===== config.mk =====
export PLATFORM = sky130hd
export DESIGN_NAME = pe_issue_ctrl
export DESIGN_NICKNAME = d
export VERILOG_FILES = /design/src/rtl/pe_issue_pkg.sv /design/src/rtl/pe_cmd_fifo.sv /design/src/rtl/pe_issue_ctrl.sv
export SDC_FILE = /design/constraint.sdc
export NUM_CORES = 1
export LEC_CHECK = 0
export CAP_MARGIN = 20
export CORE_AREA = 3 3 278 280
export CTS_BUF_LIST = sky130_fd_sc_hd__clkbuf_16
export DETAILED_ROUTE_END_ITERATION = 16
export DIE_AREA = 0 0 281 283
export DONT_BUFFER_PORTS = 1
export PLACE_DENSITY_LB_ADDON = 0.25
export SETUP_SLACK_MARGIN = 0.05
export SYNTH_ARGS = -nofsm -noshare
export SYNTH_HDL_FRONTEND = slang
export SYNTH_HIERARCHICAL = 1
export SYNTH_SLANG_ARGS = --single-unit

===== constraint.sdc =====
create_clock -name clk -period 19.2 [get_ports clk]
set_clock_uncertainty 0.05 [all_clocks]
set_input_delay 0.96 -clock clk [delete_from_list [all_inputs] [get_ports clk]]
set_output_delay 0.96 -clock clk [all_outputs]
set_load 0.05 [all_outputs]

===== src/rtl/pe_issue_pkg.sv =====
// Shared types and constants for the PE issue controller: FSM states,
// the buffered command descriptor and the opcode group codes.
package pe_issue_pkg;

   localparam int DATA_W = 32;
   localparam int REG_W  = 5;

   localparam logic [6:0] GRP_ALU = 7'b0000001;
   localparam logic [6:0] GRP_FPU = 7'b0000010;
   localparam logic [6:0] GRP_CMP = 7'b0010000;

   typedef enum logic [1:0] {
      IDLE,
      ISSUE,
      WAIT,
      RETIRE
   } state_t;

   typedef struct packed {
      logic [DATA_W-1:0] opcode;
      logic [DATA_W-1:0] op1;
      logic [DATA_W-1:0] op2;
      logic [DATA_W-1:0] op3;
      logic [DATA_W-1:0] expected;
      logic              check;
      logic              wb;
      logic [REG_W-1:0]  rd;
   } cmd_t;

   localparam int CMD_W = $bits(cmd_t);

   // Opcode layout: {5'b0, grp[26:20], func[19:15], rs1, rs2, rd}.
   function automatic logic [DATA_W-1:0] make_opcode(input logic [6:0]       grp,
                                                     input logic [4:0]       func,
                                                     input logic [REG_W-1:0] rs1,
                                                     input logic [REG_W-1:0] rs2,
                                                     input logic [REG_W-1:0] rd);
      return {5'b00000, grp, func, rs1, rs2, rd};
   endfunction

endpackage


===== src/rtl/pe_cmd_fifo.sv =====
// Synchronous show-ahead FIFO holding command descriptors; full/empty are
// derived from registered pointers, so a push is refused whenever full.
module pe_cmd_fifo #(
   parameter int DEPTH = 4,
   parameter int WIDTH = 32
) (
   input  logic             clk,
   input  logic             rst_n,
   input  logic             push,
   input  logic [WIDTH-1:0] push_data,
   input  logic             pop,
   output logic [WIDTH-1:0] pop_data,
   output logic             full,
   output logic             empty
);

   localparam int AW = $clog2(DEPTH);
   localparam int PW = AW + 1;

   logic [WIDTH-1:0] mem [DEPTH];
   logic [PW-1:0]    wr_ptr;
   logic [PW-1:0]    rd_ptr;

   // Pointers carry one wrap bit so full and empty are distinguishable.
   assign empty    = (wr_ptr == rd_ptr);
   assign full     = (wr_ptr[AW] != rd_ptr[AW]) && (wr_ptr[AW-1:0] == rd_ptr[AW-1:0]);
   assign pop_data = mem[rd_ptr[AW-1:0]];

   always_ff @(posedge clk or negedge rst_n) begin
      if (!rst_n) begin
         wr_ptr <= '0;
         rd_ptr <= '0;
      end else begin
         if (push && !full) wr_ptr <= wr_ptr + PW'(1);
         if (pop && !empty) rd_ptr <= rd_ptr + PW'(1);
      end
   end

   always_ff @(posedge clk) begin
      if (push && !full) mem[wr_ptr[AW-1:0]] <= push_data;
   end

endmodule


===== src/rtl/pe_issue_ctrl.sv =====
// Issues buffered commands to the PE one at a time, waits for its result or a
// timeout, checks and optionally writes back the result, and keeps status counts.
module pe_issue_ctrl
   import pe_issue_pkg::*;
#(
   parameter int DEPTH   = 4,
   parameter int TIMEOUT = 8,
   parameter int CNT_W   = 16
) (
   input  logic              clk,
   input  logic              rst_n,
   input  logic              cmd_valid,
   output logic              cmd_ready,
   input  logic [31:0]       cmd_opcode,
   input  logic [31:0]       cmd_op1,
   input  logic [31:0]       cmd_op2,
   input  logic [31:0]       cmd_op3,
   input  logic [31:0]       cmd_expected,
   input  logic              cmd_check,
   input  logic              cmd_wb,
   input  logic [4:0]        cmd_rd,
   output logic [31:0]       pe_opcode,
   output logic [31:0]       pe_op1,
   output logic [31:0]       pe_op2,
   output logic [31:0]       pe_op3,
   output logic              pe_valid,
   input  logic [31:0]       pe_result,
   input  logic              pe_valid_out,
   output logic              rf_wr_en,
   output logic [4:0]        rf_wr_addr,
   output logic [31:0]       rf_wr_data,
   output logic              res_valid,
   output logic [31:0]       res_data,
   output logic              res_pass,
   output logic              res_timeout,
   input  logic              clr_cnt,
   output logic              busy,
   output logic [CNT_W-1:0]  total_cnt,
   output logic [CNT_W-1:0]  pass_cnt,
   output logic [CNT_W-1:0]  fail_cnt,
   output logic [CNT_W-1:0]  tmo_cnt
);

   localparam int            WCW       = $clog2(TIMEOUT);
   localparam logic [WCW-1:0] WAIT_LAST = WCW'(TIMEOUT - 1);

   state_t         state;
   state_t         next_state;
   cmd_t           push_cmd;
   cmd_t           head_cmd;
   cmd_t           hold;
   logic           fifo_pop;
   logic           fifo_full;
   logic           fifo_empty;
   logic [WCW-1:0] wait_cnt;

   assign push_cmd = '{opcode: cmd_opcode, op1: cmd_op1, op2: cmd_op2, op3: cmd_op3,
                       expected: cmd_expected, check: cmd_check, wb: cmd_wb, rd: cmd_rd};

   pe_cmd_fifo #(
      .DEPTH (DEPTH),
      .WIDTH (CMD_W)
   ) u_fifo (
      .clk       (clk),
      .rst_n     (rst_n),
      .push      (cmd_valid),
      .push_data (push_cmd),
      .pop       (fifo_pop),
      .pop_data  (head_cmd),
      .full      (fifo_full),
      .empty     (fifo_empty)
   );

   function automatic logic [CNT_W-1:0] sat_inc(input logic [CNT_W-1:0] v);
      return (v == '1) ? v : v + CNT_W'(1);
   endfunction

   // RETIRE pops straight into the next ISSUE so a queued command loses no cycle.
   always_comb begin
      next_state = state;
      fifo_pop   = 1'b0;
      unique case (state)
         IDLE: begin
            if (!fifo_empty) begin
               fifo_pop   = 1'b1;
               next_state = ISSUE;
            end
         end
         ISSUE:  next_state = WAIT;
         WAIT: begin
            if (pe_valid_out || (wait_cnt == WAIT_LAST)) next_state = RETIRE;
         end
         RETIRE: begin
            if (!fifo_empty) begin
               fifo_pop   = 1'b1;
               next_state = ISSUE;
            end else begin
               next_state = IDLE;
            end
         end
         default: next_state = IDLE;
      endcase
   end

   always_ff @(posedge clk or negedge rst_n) begin
      if (!rst_n) begin
         state       <= IDLE;
         hold        <= '0;
         wait_cnt    <= '0;
         res_data    <= '0;
         res_pass    <= 1'b0;
         res_timeout <= 1'b0;
      end else begin
         state <= next_state;
         if (fifo_pop) hold <= head_cmd;
         if (state == ISSUE) wait_cnt <= '0;
         else if (state == WAIT) wait_cnt <= wait_cnt + WCW'(1);
         // A real result on the final wait cycle still beats the timeout.
         if (state == WAIT && pe_valid_out) begin
            res_data    <= pe_result;
            res_timeout <= 1'b0;
            res_pass    <= !hold.check || (pe_result == hold.expected);
         end else if (state == WAIT && wait_cnt == WAIT_LAST) begin
            res_data    <= '0;
            res_timeout <= 1'b1;
            res_pass    <= 1'b0;
         end
      end
   end

   always_ff @(posedge clk or negedge rst_n) begin
      if (!rst_n) begin
         total_cnt <= '0;
         pass_cnt  <= '0;
         fail_cnt  <= '0;
         tmo_cnt   <= '0;
      end else if (clr_cnt) begin
         total_cnt <= '0;
         pass_cnt  <= '0;
         fail_cnt  <= '0;
         tmo_cnt   <= '0;
      end else if (state == RETIRE) begin
         total_cnt <= sat_inc(total_cnt);
         if (res_pass) pass_cnt <= sat_inc(pass_cnt);
         else fail_cnt <= sat_inc(fail_cnt);
         if (res_timeout) tmo_cnt <= sat_inc(tmo_cnt);
      end
   end

   assign cmd_ready  = !fifo_full;
   assign busy       = !fifo_empty || (state != IDLE);
   assign pe_valid   = (state == ISSUE);
   assign pe_opcode  = hold.opcode;
   assign pe_op1     = hold.op1;
   assign pe_op2     = hold.op2;
   assign pe_op3     = hold.op3;
   assign res_valid  = (state == RETIRE);
   assign rf_wr_en   = (state == RETIRE) && hold.wb && !res_timeout;
   assign rf_wr_addr = hold.rd;
   assign rf_wr_data = res_data;

endmodule


==> results.json <==
{
  "outcome": "completed",
  "chipHeight_um": 283,
  "grt.overflow.total": 0,
  "dieArea_um2": 79500,
  "final_util": 0.540,
  "fin_crit_ps": 4260,
  "irDropWorstVdd_uv": 146,
  "clkLatencyLatePin_ps": 640,
  "synthDistinctLibCells": 60,
  "syn_nets": 2192,
  "track_usage": 0.186,
  "synthCells": 1972,
  "p_comb_frac": 0.235,
  "yosysTopAreaCellShare": 0.537,
  "final_hold_viol_count": 0,
  "core.rowCount": 100,
  "cts.repair.resized": 0,
  "finalCritPeriodShare": 0.222,
  "drt_iter0_drc": 982,
  "synth_ff_type": "edfxtp_1",
  "wl_per_cell_um": 25.2,
  "initial_utilization": 0.500,
  "cts_max_level": 3,
  "area_growth_pct": 8.00,
  "grt_pass1_vias": 17800,
  "dr_total_vias": 16600,
  "syn-cell-area_um2": 37300,
  "layout-drive-gt1-share": 0.271,
  "cts_setup_buffers": 0,
  "ys_ff_latch": 944,
  "drv_cap": 0,
  "place_hpwl_um": 44300,
  "power_density_nw_per_um2": 184,
  "p_sw_frac": 0.364,
  "grt_max_degree": 277,
  "place_area_um2": 37000,
  "slew_viol_final": 0,
  "p_sw_uw": 2700,
  "start_kind": "flop",
  "final_area_um2": 40300,
  "drt.antenna.violating_nets": 0,
  "drc": 0,
  "worstMarginPinSlew_ps": 1090,
  "async_flop_share": 0.292,
  "seq_area_frac_synth": 0.722,
  "fin_tns_setup_ps": 0,
  "dr.pass1.iters": 5,
  "clk_path_buf_depth": 3,
  "place.gp.congestion": 0.784,
  "synth_edf_count": 668,
  "worstPathArrival_ps": 4470,
  "p_int_uw": 4730,
  "grt_pass1_wl_um": 112000,
  "cts_hold_buf": 1,
  "cts_sinks": 944,
  "root_buffer": "clkbuf_16",
  "cts_tree": "yes",
  "yosysMostFrequentCell": "edfxtp_1",
  "finalSetupViolCount": 0,
  "fmax_ghz": 0.235,
  "die_w_um": 281,
  "r2r_start": "u_fifo/rd_ptr[0]$_DFFE_PN0P_",
  "startpoint": "u_fifo/rd_ptr[0]$_DFFE_PN0P_",
  "critPathMaxFanout": 58,
  "cts_made_buffers": 98,
  "ios": 472,
  "antenna_found_initial": 4,
  "clk_pin_slew_ps": 60,
  "final_nets": 2072,
  "synthTopCellsByCount": "668 x edfxtp_1, 276 x dfrtp_1, 168 x buf_4, 168 x mux2_2, 167 x mux4_2",
  "coreArea_um2": 74700,
  "grt_setup_unrepaired": "false",
  "end_kind": "flop",
  "ys_warn_count": 6,
  "postSynthAreaPerCell_um2": 18.9,
  "p_leak_uw": 0.0140,
  "hold_class": "in2async",
  "wl_um": 73300,
  "io_buffers": 0,
  "synth_area_leaders": "edfxtp_1 54%, dfrtp_1 19%, mux4_2 10%",
  "yosysTopAreaCell": "edfxtp_1",
  "max_slew_margin": 0.274,
  "p_seq_frac": 0.517,
  "vias_per_cell": 5.73,
  "crit_type": "reg2reg",
  "clkPwrFrac": 0.248,
  "worstPathRequired_ps": 19410
}
through the flow:
step | total power (uW) | instances | hold WS, ps | worst slack, ps
3_5_place_dp | 5690 | 2719 | 467 | 14760
4_1_cts | 7560 | 2904 | 277 | 14770
2_1_floorplan | 5530 | 1972 | 431 | 12550
6_report | 7440 | 2906 | 163 | 14940
5_1_grt | 7800 | 2905 | 197 | 14580
3_3_place_gp | 5630 | 2719 | 462 | 14860
final cells by class:
cell class                 count  area, um2
clock inverter                84        739
fill                        5721      34400
sequential                   944      27000
tap                          969       1210
multi-input combinational    773       8620
timing repair buffer          21        210
inverter                      14       52.6
antenna                        1       2.50
clock buffer                 100       2500
power by group through the flow:
stage / Combinational [uW] / Sequential, uW / Clock (uW)
2_1_floorplan: 2390 / 3140 / 0
3_3_place_gp: 1750 / 3890 / 0
3_5_place_dp: 1780 / 3910 / 0
4_1_cts: 1800 / 3870 / 1900
5_1_grt: 1910 / 3910 / 1980
6_report: 1750 / 3850 / 1840
worst max-delay path, cell delays in order, from the launching register on:
cell     delay, ps
dfrtp_4        990
xnor2_1        470
a31oi_1        490
and2_4         920
buf_4          840
cells in the final DEF, fill, tap and decap left out, types with 13 or more instances in the layout:
| cell type | instances |
|---|---|
| edfxtp_1 | 668 |
| dfrtp_1 | 274 |
| mux2_2 | 168 |
| mux4_2 | 167 |
| clkbuf_16 | 100 |
| nor2_1 | 71 |
| xnor2_1 | 57 |
| inv_1 | 37 |
| nand2_1 | 36 |
| a22o_1 | 32 |
| nand3_1 | 29 |
| xor2_1 | 29 |
| nor3_1 | 28 |
| nand4_1 | 19 |
| clkinv_1 | 18 |
| buf_4 | 18 |
| clkinv_2 | 17 |
| ha_1 | 16 |
| o21ai_0 | 14 |
| a21oi_1 | 13 |
final timing paths:
kind	slack, ps	endpoint	depth (start not counted)
min	160	res_data[5]$_DFFE_PN0P_	1
min reg2reg	480	hold[29]$_DFFE_PN0P_	1
min in group clk	330	total_cnt[14]$_DFFE_PN0P_	1
max in group asynchronous	17620	u_fifo/rd_ptr[0]$_DFFE_PN0P_	2
max	14940	u_fifo/mem[0][32]$_DFFE_PP_	4
max reg2reg	14940	u_fifo/mem[0][32]$_DFFE_PP_	4
registers in the layout, summed over array words and instances, names as in the netlist:
name,cells
pe_op1,32
state,2
pe_opcode,32
pe_op2,32
res_pass,1
wait_cnt,3
hold,34
rf_wr_addr,5
res_timeout,1
pe_op3,32
u_fifo/mem,668
tmo_cnt,16
res_data,32
pass_cnt,16
u_fifo/rd_ptr,3
fail_cnt,16
u_fifo/wr_ptr,3
total_cnt,16
logic make-up (layout without fill, tap and decap cells):
| kind of cell | Yosys count | after routing | share of synthesized area |
|---|---|---|---|
| flops | 944 | 944 | 0.722 |
| mux | 336 | 336 | 0.152 |
| simple gates | 255 | 255 | 0.0369 |
| buf+inv | 255 | 219 | 0.0473 |
| xor+xnor | 87 | 87 | 0.0206 |
| compound gates | 79 | 79 | 0.0156 |
| fa+ha+maj | 16 | 16 | 0.00536 |
| other cells | 0 | 1 | 0 |
routing by layer:
layer  wire, um  vias to the layer above  GRT usage
met5         13                        -          0
met4       2050                        2     0.0577
met3       6660                      132     0.0720
met2      36700                      472      0.309
met1      27900                     8794      0.224
li1           -                     7240          -
Note: power is estimated with default switching activity, not from simulation.
